File: config.mk
export PLATFORM = sky130hd
export DESIGN_NAME = mem_req_arbiter
export DESIGN_NICKNAME = d
export VERILOG_FILES = /design/src/rtl/mem_req_arbiter.sv
export SDC_FILE = /design/constraint.sdc
export NUM_CORES = 1
export LEC_CHECK = 0
export ABC_AREA = 0
export CAP_MARGIN = 5
export CORE_MARGIN = 1
export CORE_UTILIZATION = 40
export CTS_CLUSTER_SIZE = 14
export DETAILED_ROUTE_END_ITERATION = 12
export GPL_ROUTABILITY_DRIVEN = 0
export GPL_TIMING_DRIVEN = 0
export PLACE_DENSITY = 0.91
export SYNTH_ARGS = -nofsm -noshare
export SYNTH_HDL_FRONTEND = slang
export SYNTH_SLANG_ARGS = --single-unit
export TNS_END_PERCENT = 20
File: constraint.sdc
create_clock -name clk -period 2.75 [get_ports clk]
set_input_delay 0.55 -clock clk [delete_from_list [all_inputs] [get_ports clk]]
set_output_delay 0.55 -clock clk [all_outputs]
set_load 0.01 [all_outputs]
File: src/rtl/mem_req_arbiter.sv
// Round-robin arbiter that owns one block-fill transaction at a time on a shared memory port.
// It issues the address, collects BEATS data beats and routes each registered beat to the owner.
module mem_req_arbiter #(
  parameter int NUM_REQ = 2,
  parameter int ADDR_W  = 16,
  parameter int DATA_W  = 32,
  parameter int BEATS   = 10
) (
  input  logic                      clk,
  input  logic                      arst,
  input  logic [NUM_REQ*ADDR_W-1:0] i_req_addr,
  input  logic [NUM_REQ-1:0]        i_req_valid,
  output logic [NUM_REQ-1:0]        o_req_ready,
  output logic [ADDR_W-1:0]         o_mem_addr,
  output logic                      o_mem_req_valid,
  input  logic                      i_mem_req_ready,
  input  logic [DATA_W-1:0]         i_mem_data,
  input  logic                      i_mem_data_valid,
  output logic [DATA_W-1:0]         o_rsp_data,
  output logic [NUM_REQ-1:0]        o_rsp_valid,
  output logic                      o_rsp_last,
  output logic [NUM_REQ-1:0]        o_grant,
  output logic                      o_busy,
  output logic                      o_spurious
);

  // state   | meaning
  // IDLE    | no transaction; arbitrate and accept one request
  // ISSUE   | address presented to memory until accepted
  // COLLECT | receiving BEATS beats, each forwarded to the owner

  localparam int PW = $clog2(NUM_REQ);
  localparam int BW = (BEATS > 1) ? $clog2(BEATS) : 1;
  localparam logic [BW-1:0] LAST_BEAT = BW'(BEATS - 1);
  localparam logic [PW-1:0] LAST_REQ  = PW'(NUM_REQ - 1);

  typedef enum logic [1:0] {
    S_IDLE    = 2'd0,
    S_ISSUE   = 2'd1,
    S_COLLECT = 2'd2
  } state_t;

  state_t              state_q, state_d;
  logic [PW-1:0]       ptr_q;
  logic [PW-1:0]       grant_idx_q;
  logic [NUM_REQ-1:0]  grant_q;
  logic [ADDR_W-1:0]   addr_q;
  logic [BW-1:0]       beat_cnt_q;
  logic [DATA_W-1:0]   rsp_data_q;
  logic [NUM_REQ-1:0]  rsp_valid_q;
  logic                rsp_last_q;
  logic                spurious_q;

  logic                win_found;
  logic [PW-1:0]       win_idx;
  logic [PW-1:0]       cand;
  logic                accept;
  logic                last_beat;
  logic                collect_beat;

  // Scan starts at ptr so the requester after the last owner has top priority.
  always_comb begin
    win_found = 1'b0;
    win_idx   = '0;
    cand      = '0;
    for (int k = 0; k < NUM_REQ; k++) begin
      cand = PW'((int'(ptr_q) + k) % NUM_REQ);
      if (!win_found && i_req_valid[cand]) begin
        win_found = 1'b1;
        win_idx   = cand;
      end
    end
  end

  always_ff @(posedge clk or posedge arst) begin
    if (arst) state_q <= S_IDLE;
    else      state_q <= state_d;
  end

  always_comb begin
    state_d         = state_q;
    o_req_ready     = '0;
    o_mem_req_valid = 1'b0;
    o_mem_addr      = '0;
    accept          = 1'b0;
    last_beat       = 1'b0;
    case (state_q)
      S_IDLE: begin
        if (win_found) begin
          o_req_ready[win_idx] = 1'b1;
          accept               = 1'b1;
          state_d              = S_ISSUE;
        end
      end
      S_ISSUE: begin
        o_mem_req_valid = 1'b1;
        o_mem_addr      = addr_q;
        if (i_mem_req_ready) state_d = S_COLLECT;
      end
      S_COLLECT: begin
        if (i_mem_data_valid && beat_cnt_q == LAST_BEAT) begin
          last_beat = 1'b1;
          state_d   = S_IDLE;
        end
      end
      default: state_d = S_IDLE;
    endcase
  end

  assign collect_beat = (state_q == S_COLLECT) && i_mem_data_valid;

  always_ff @(posedge clk or posedge arst) begin
    if (arst) begin
      ptr_q       <= '0;
      grant_idx_q <= '0;
      grant_q     <= '0;
      addr_q      <= '0;
      beat_cnt_q  <= '0;
      rsp_data_q  <= '0;
      rsp_valid_q <= '0;
      rsp_last_q  <= 1'b0;
      spurious_q  <= 1'b0;
    end else begin
      if (accept) begin
        addr_q      <= i_req_addr[win_idx*ADDR_W +: ADDR_W];
        grant_q     <= o_req_ready;
        grant_idx_q <= win_idx;
      end
      if (state_q == S_ISSUE && i_mem_req_ready) beat_cnt_q <= '0;
      if (collect_beat) beat_cnt_q <= last_beat ? '0 : beat_cnt_q + 1'b1;
      rsp_data_q  <= collect_beat ? i_mem_data : '0;
      rsp_valid_q <= collect_beat ? grant_q : '0;
      rsp_last_q  <= last_beat;
      if (last_beat) begin
        grant_q <= '0;
        ptr_q   <= (grant_idx_q == LAST_REQ) ? '0 : grant_idx_q + 1'b1;
      end
      // Beats outside COLLECT have no owner; they are dropped but remembered.
      if (i_mem_data_valid && state_q != S_COLLECT) spurious_q <= 1'b1;
    end
  end

  assign o_rsp_data  = rsp_data_q;
  assign o_rsp_valid = rsp_valid_q;
  assign o_rsp_last  = rsp_last_q;
  assign o_grant     = grant_q;
  assign o_busy      = (state_q != S_IDLE);
  assign o_spurious  = spurious_q;

endmodule

* Word level (Yosys, flattened, before mapping)
Cells that the tools add are included.
** Operators by class
- Add/sub/neg operators :: 3
- $mul :: 0
- Divide/modulo/power cells :: 0
- $lt $le $gt $ge :: 4
- Eq/ne operators :: 7
- Shifts and indexed selects :: 1
- Multiplexer cells :: 30
- Bitwise gates (word level) :: 0
- Reduce and logical (&&, ||, !) cells :: 12
** Operators by type and width (number)
- 2-to-1 mux 32 bit :: 1
- indexed part select 32 x 6 -> 16 bit :: 1
- 2-to-1 mux 16 bit :: 1
- 2-to-1 mux 2 bit :: 8
- 2-to-1 mux 1 bit :: 15
- 2-to-1 mux 4 bit :: 3
- != test 2 bit, second input constant :: 4
- logical AND 1 bit :: 6
- less-than comparator 1 x 2 -> 1 bit, second input constant :: 3
- case mux 2 bit (3 select lines) :: 1
- nonzero test 2 bit :: 3
- adder 4 x 1 -> 4 bit, second input constant :: 1
- == test 4 bit, second input constant :: 1
- AND reduction 3 bit :: 1
- adder 1 bit, second input constant :: 2
- == test 2 x 1 -> 1 bit, second input constant :: 1
- == test 2 bit, second input constant :: 1
- logical NOT 2 bit :: 1
- demux 1 bit (select 1 bit) :: 1
- >= comparator 1 bit, second input constant :: 1
- logical NOT 1 bit :: 1
** Word-level totals
- Bits in registers :: 62
- Latch bits :: 0
- Bits in writable memories :: 0
- ROM bits :: 0
- Output and inout bits :: 58
- Memories kept :: 0

* Longest topological paths before layout
- Depth after elaboration :: 14
- Depth in mapped cells :: 6
- Gate-level depth less buffers :: 5

* Worst setup path after synthesis
No wires, ideal clock.
- Path type :: reg2out
- Start :: register state_q[0]
- End :: output port o_mem_addr[0]
- Data arrival time :: 1.136 ns
- Setup slack :: 1.064 ns
- Cell stages (with the launch flop) :: 5
- Cell sequence :: dfrtp_1 -> buf_2 -> nor2b_1 -> buf_2 -> and2_1
** Between the ends
- Longest elaborated chain between the ends :: 2
** RTL lines
- start, declared :: RTL line 43 : state_t state_q, state_d;
- start signal, assigned :: RTL line 77 : else state_q <= state_d;
- == test 2 x 1 -> 1 bit :: RTL line 87 : case (state_q)
- 2-to-1 mux 16 bit :: RTL line 87
- end, declared :: RTL line 14 : output logic [ADDR_W-1:0] o_mem_addr,
No other way between the ends.

* Worst setup path in the final report
- Start :: input port i_req_valid[0]
- End :: output port o_req_ready[1]
** Between the ends
- Longest elaborated chain between the ends :: 12
** RTL lines
- start, declared :: RTL line 12 : input logic [NUM_REQ-1:0] i_req_valid,
- 2-to-1 mux 1 bit (not written as such) (2 in a row) :: RTL line 68 : if (!win_found && i_req_valid[cand]) begin
- 2-to-1 mux 1 bit :: RTL line 68
- logical NOT 1 bit :: RTL line 68
- logical AND 1 bit :: RTL line 68
- 2-to-1 mux 1 bit :: RTL line 68
- less-than comparator 1 x 2 -> 1 bit (not written as such) or >= comparator 1 bit (tied branches) :: RTL line 90 : o_req_ready[win_idx] = 1'b1;
- logical AND 1 bit (not written as such) :: RTL line 90
- 2-to-1 mux 1 bit (not written as such) :: RTL line 90
- demux 1 bit (select 1 bit) :: RTL line 90
- 2-to-1 mux 2 bit (*) :: RTL line 89 : if (win_found) begin
- 2-to-1 mux 2 bit (*) :: RTL line 87
- end, declared :: RTL line 13 : output logic [NUM_REQ-1:0] o_req_ready,
Every way passes the cells marked *; elsewhere a longest branch is shown, timed or not. The select of a mux whose other input is x is not followed.

==> results.md <==
* Number of synthesized register bits at 62
* Type of destination of the critical path: output pin
* Clock buffers created by TritonCTS at 9
* WL per Instance at 14.60 um
* Number of synthesis warnings at 0
* Worst Skew at 0.008513 ns
* Final std cell area, no fill at 0.004126 sq mm
* CP startpoint: i_req_valid[0]
* Total Negative Setup Slacks at 0 ns
* Clock tree from TritonCTS: yes
* Final setup fails at 0
* Count of boundary I/O pins at 128
* Origin of the critical flop-to-flop path: state_q[1]
* Area Growth Syn to Fin at 64.65%
* Critical Path RT at 2.20 ns
* Estimated wirelength of the detail-placed design at 4489 um
* Clock slew at the register clock pins of the worst setup and hold paths at 0.07 ns
* Max-cap violations at 0
* Worst setup timing slack at the placement stage at 0.06105 ns
* Peak VDD IR at 0.6071 mV
* Violation count after the first detailed-route iteration at 143
* Cell repeated most along the worst path: clkdlybuf4s50_1
* Sequential element share of the synthesized area at 61.91%
* Tot GR Track Use at 19.43%
* CTS max path bufs at 2
* Global-route wire length before repair at 9335 um
* Pwr Total at 3349 uW
* Cell variety after synth at 30
* Final layout net count at 416
* Cell type contributing the most total cell area after synthesis: dfrtp_1
* Most common cell after layout, fill and taps aside: clkdlybuf4s50_1
* Final Critical Period at 2.656 ns
* Synthesized area divided by synthesized cell count at 12.29 sq um
* Vias at 2059
* Tightest Pin Transition at 0.4856 ns
* Number of max-slew violations in the final report at 0
* F_max at 0.3765 GHz
* Maximum number of pins on one net before global-route repair at 42
* Syn_nets at 276
* Filler cell count at 435
* Element type at the critical path start: input port
* Final-report hold violation count at 0
* Number of port buffers at 127
* Syn Inst Count at 204
* Cell types with the largest area share after synthesis: dfrtp_1, and2_1, a221o_1
* Remaining global-route overflow at 0
* Number of sinks handled by clock tree synthesis at 62
* Max H-tree Level at 3
* Library cell used as clock root buffer: clkbuf_8
* Cts hold-fix bufs at 0
* Flop2flop setup slack at 1.15 ns
* Relative slew slack at 67.58%
* Area of the placeable core at 0.005991 sq mm
* Worst Reg-to-Reg Cells at 5
* Setup ws final at 0.09388 ns
* Overall routed net length at 6190 um
* Share of final-layout standard cells stronger than drive strength 1 at 9.456%
* Max stage delay on crit path at 0.54 ns
* Starting utilization of the core area at 41.83%
* X dimension of the die at 81.16 um
* Power density relative to cell area at 811.6 mW/mm^2
* DIE HEIGHT at 81.16 um
* Area share of the largest cell type after synthesis at 61.91%
* Antenna violations before repair at 0
* Cell area after technology mapping at 0.002506 sq mm
* Residual DRC at 0
* Vias per std cell at 4.856
* Termination of the worst setup path: o_req_ready[1]
* Number of nets with antenna violations after routing at 0
* Critical path class: in2out
* Highest fanout seen on the critical path at 10
* RSZ-0062 raised after global routing: no
* Most frequent cells in the layout: clkdlybuf4s50_1, dfrtp_1, and2_1, a221o_1, a21boi_0
* Core Rows at 28
* Insertion delay of the later-clocked pin in the worst-skew pair at 0.32 ns
* Total inserted antenna cells at 0
* Via count of the first global-routing pass at 2119
* Critical Path Slowest Stage Cell: clkdlybuf4s50_1
* Pre-antenna DRT Iters at 4
* Leakage at 0.001831 uW
* Placed instance area at 0.003891 sq mm
* Endpoint of the worst register-to-register path: addr_q[3]
* Period Utilization, post-route at 96.59%
* Result of the run: finished clean
* Full die area at 0.006586 sq mm
* CP Cell Sequence: clkdlybuf4s50_1 > nand2b_1 > nand3_2 > inv_4 > buf_6 > clkdlybuf4s50_1
* Endpoint arrival time on the critical path at 2.11 ns
* Post-layout util at 68.88%
* Classification of the worst-slack hold path: reg2reg
==> state kept, by name (all words and copies together), names as in the netlist <==
signal       count
o_rsp_valid      2
addr_q          16
o_rsp_last       1
beat_cnt_q       4
o_spurious       1
state_q          2
o_rsp_data      32
o_grant          2
ptr_q            1
grant_idx_q      1
==> worst max-delay path: cells and delay by family <==
kind	cells	cell delay (ns)
and+or+nand+nor	2	0.25
buffers and inverters	4	1.30
==> power by group <==
group / switching [uW] / internal (uW)
Combinational: 538 / 710
Clock: 332 / 533
Sequential: 111 / 1120
==> per-layer routing <==
layer	vias to the layer above	track usage, %	wire length (um)
li1	979	-	-
met5	-	0	0
met2	84	33.19	3139
met3	6	8.315	542
met1	990	21.51	2447
met4	0	6.964	61
==> cell families after synthesis <==
family / count (synthesis) / synth area share (%)
and+or+nand+nor: 79 / 19.57
AOI/OAI and AO/OA: 44 / 13.88
buffers and inverters: 17 / 3.644
DFF: 62 / 61.91
adders and majority gates: 2 / 0.9983
==> worst min path at each step <==
stage	startpoint	endpoint	slack, ns	cells after the start
final	grant_idx_q	ptr_q	0.45	1
after global routing	grant_idx_q	ptr_q	0.46	1
after CTS	grant_idx_q	ptr_q	0.46	1
after detailed placement	grant_idx_q	ptr_q	0.45	1
after global placement	grant_idx_q	ptr_q	0.44	1
after floorplan	grant_idx_q	ptr_q	0.43	1
==> stage by stage <==
stage / instances / hold WS (ns)
4_1_cts: 423 / 0.4585
6_report: 424 / 0.4545
3_3_place_gp: 406 / 0.4435
2_1_floorplan: 204 / 0.4286
5_1_grt: 424 / 0.4647
3_5_place_dp: 407 / 0.4547
==> Yosys cell counts <==
| cell | number |
|---|---|
| nor2_1 | 4 |
| and3b_1 | 1 |
| a21boi_0 | 15 |
| buf_4 | 1 |
| and2_1 | 50 |
| a21oi_1 | 2 |
| a21o_1 | 1 |
| buf_6 | 2 |
| or2_1 | 1 |
| nand3_2 | 2 |
| inv_1 | 4 |
| a211oi_1 | 1 |
| nand3_1 | 7 |
| a221o_1 | 16 |
| dfrtp_1 | 62 |
| nand2b_1 | 2 |
| nand4_1 | 1 |
| clkbuf_1 | 1 |
| inv_2 | 2 |
| nor2_4 | 1 |
| buf_2 | 7 |
| o31ai_1 | 1 |
| nor2b_1 | 1 |
| or3_1 | 1 |
| nand3b_1 | 4 |
| a21boi_1 | 1 |
| nand2_1 | 3 |
| o21ai_0 | 7 |
| ha_1 | 2 |
| nand4b_1 | 1 |
==> what timing repair did <==
action | CTS | global route
buffers inserted | 0 | 1
pin swaps | 0 | 1
setup endpoints to repair | 9 | 6
gates resized for setup | 1 | 3
==> layout make-up <==
| type | count | area [sq um] | share of cell area, % |
|---|---|---|---|
| clock inverter | 4 | 70.07 | 1.698 |
| sequential | 62 | 1551 | 37.60 |
| multi-input combinational | 125 | 870.8 | 21.10 |
| timing repair buffer | 129 | 1299 | 31.47 |
| buffer | 11 | 68.82 | 1.668 |
| inverter | 6 | 27.53 | 0.6671 |
| clock buffer | 12 | 145.1 | 3.517 |
| tap | 75 | 93.84 | 2.274 |
Power figures use the tool's default switching activity.
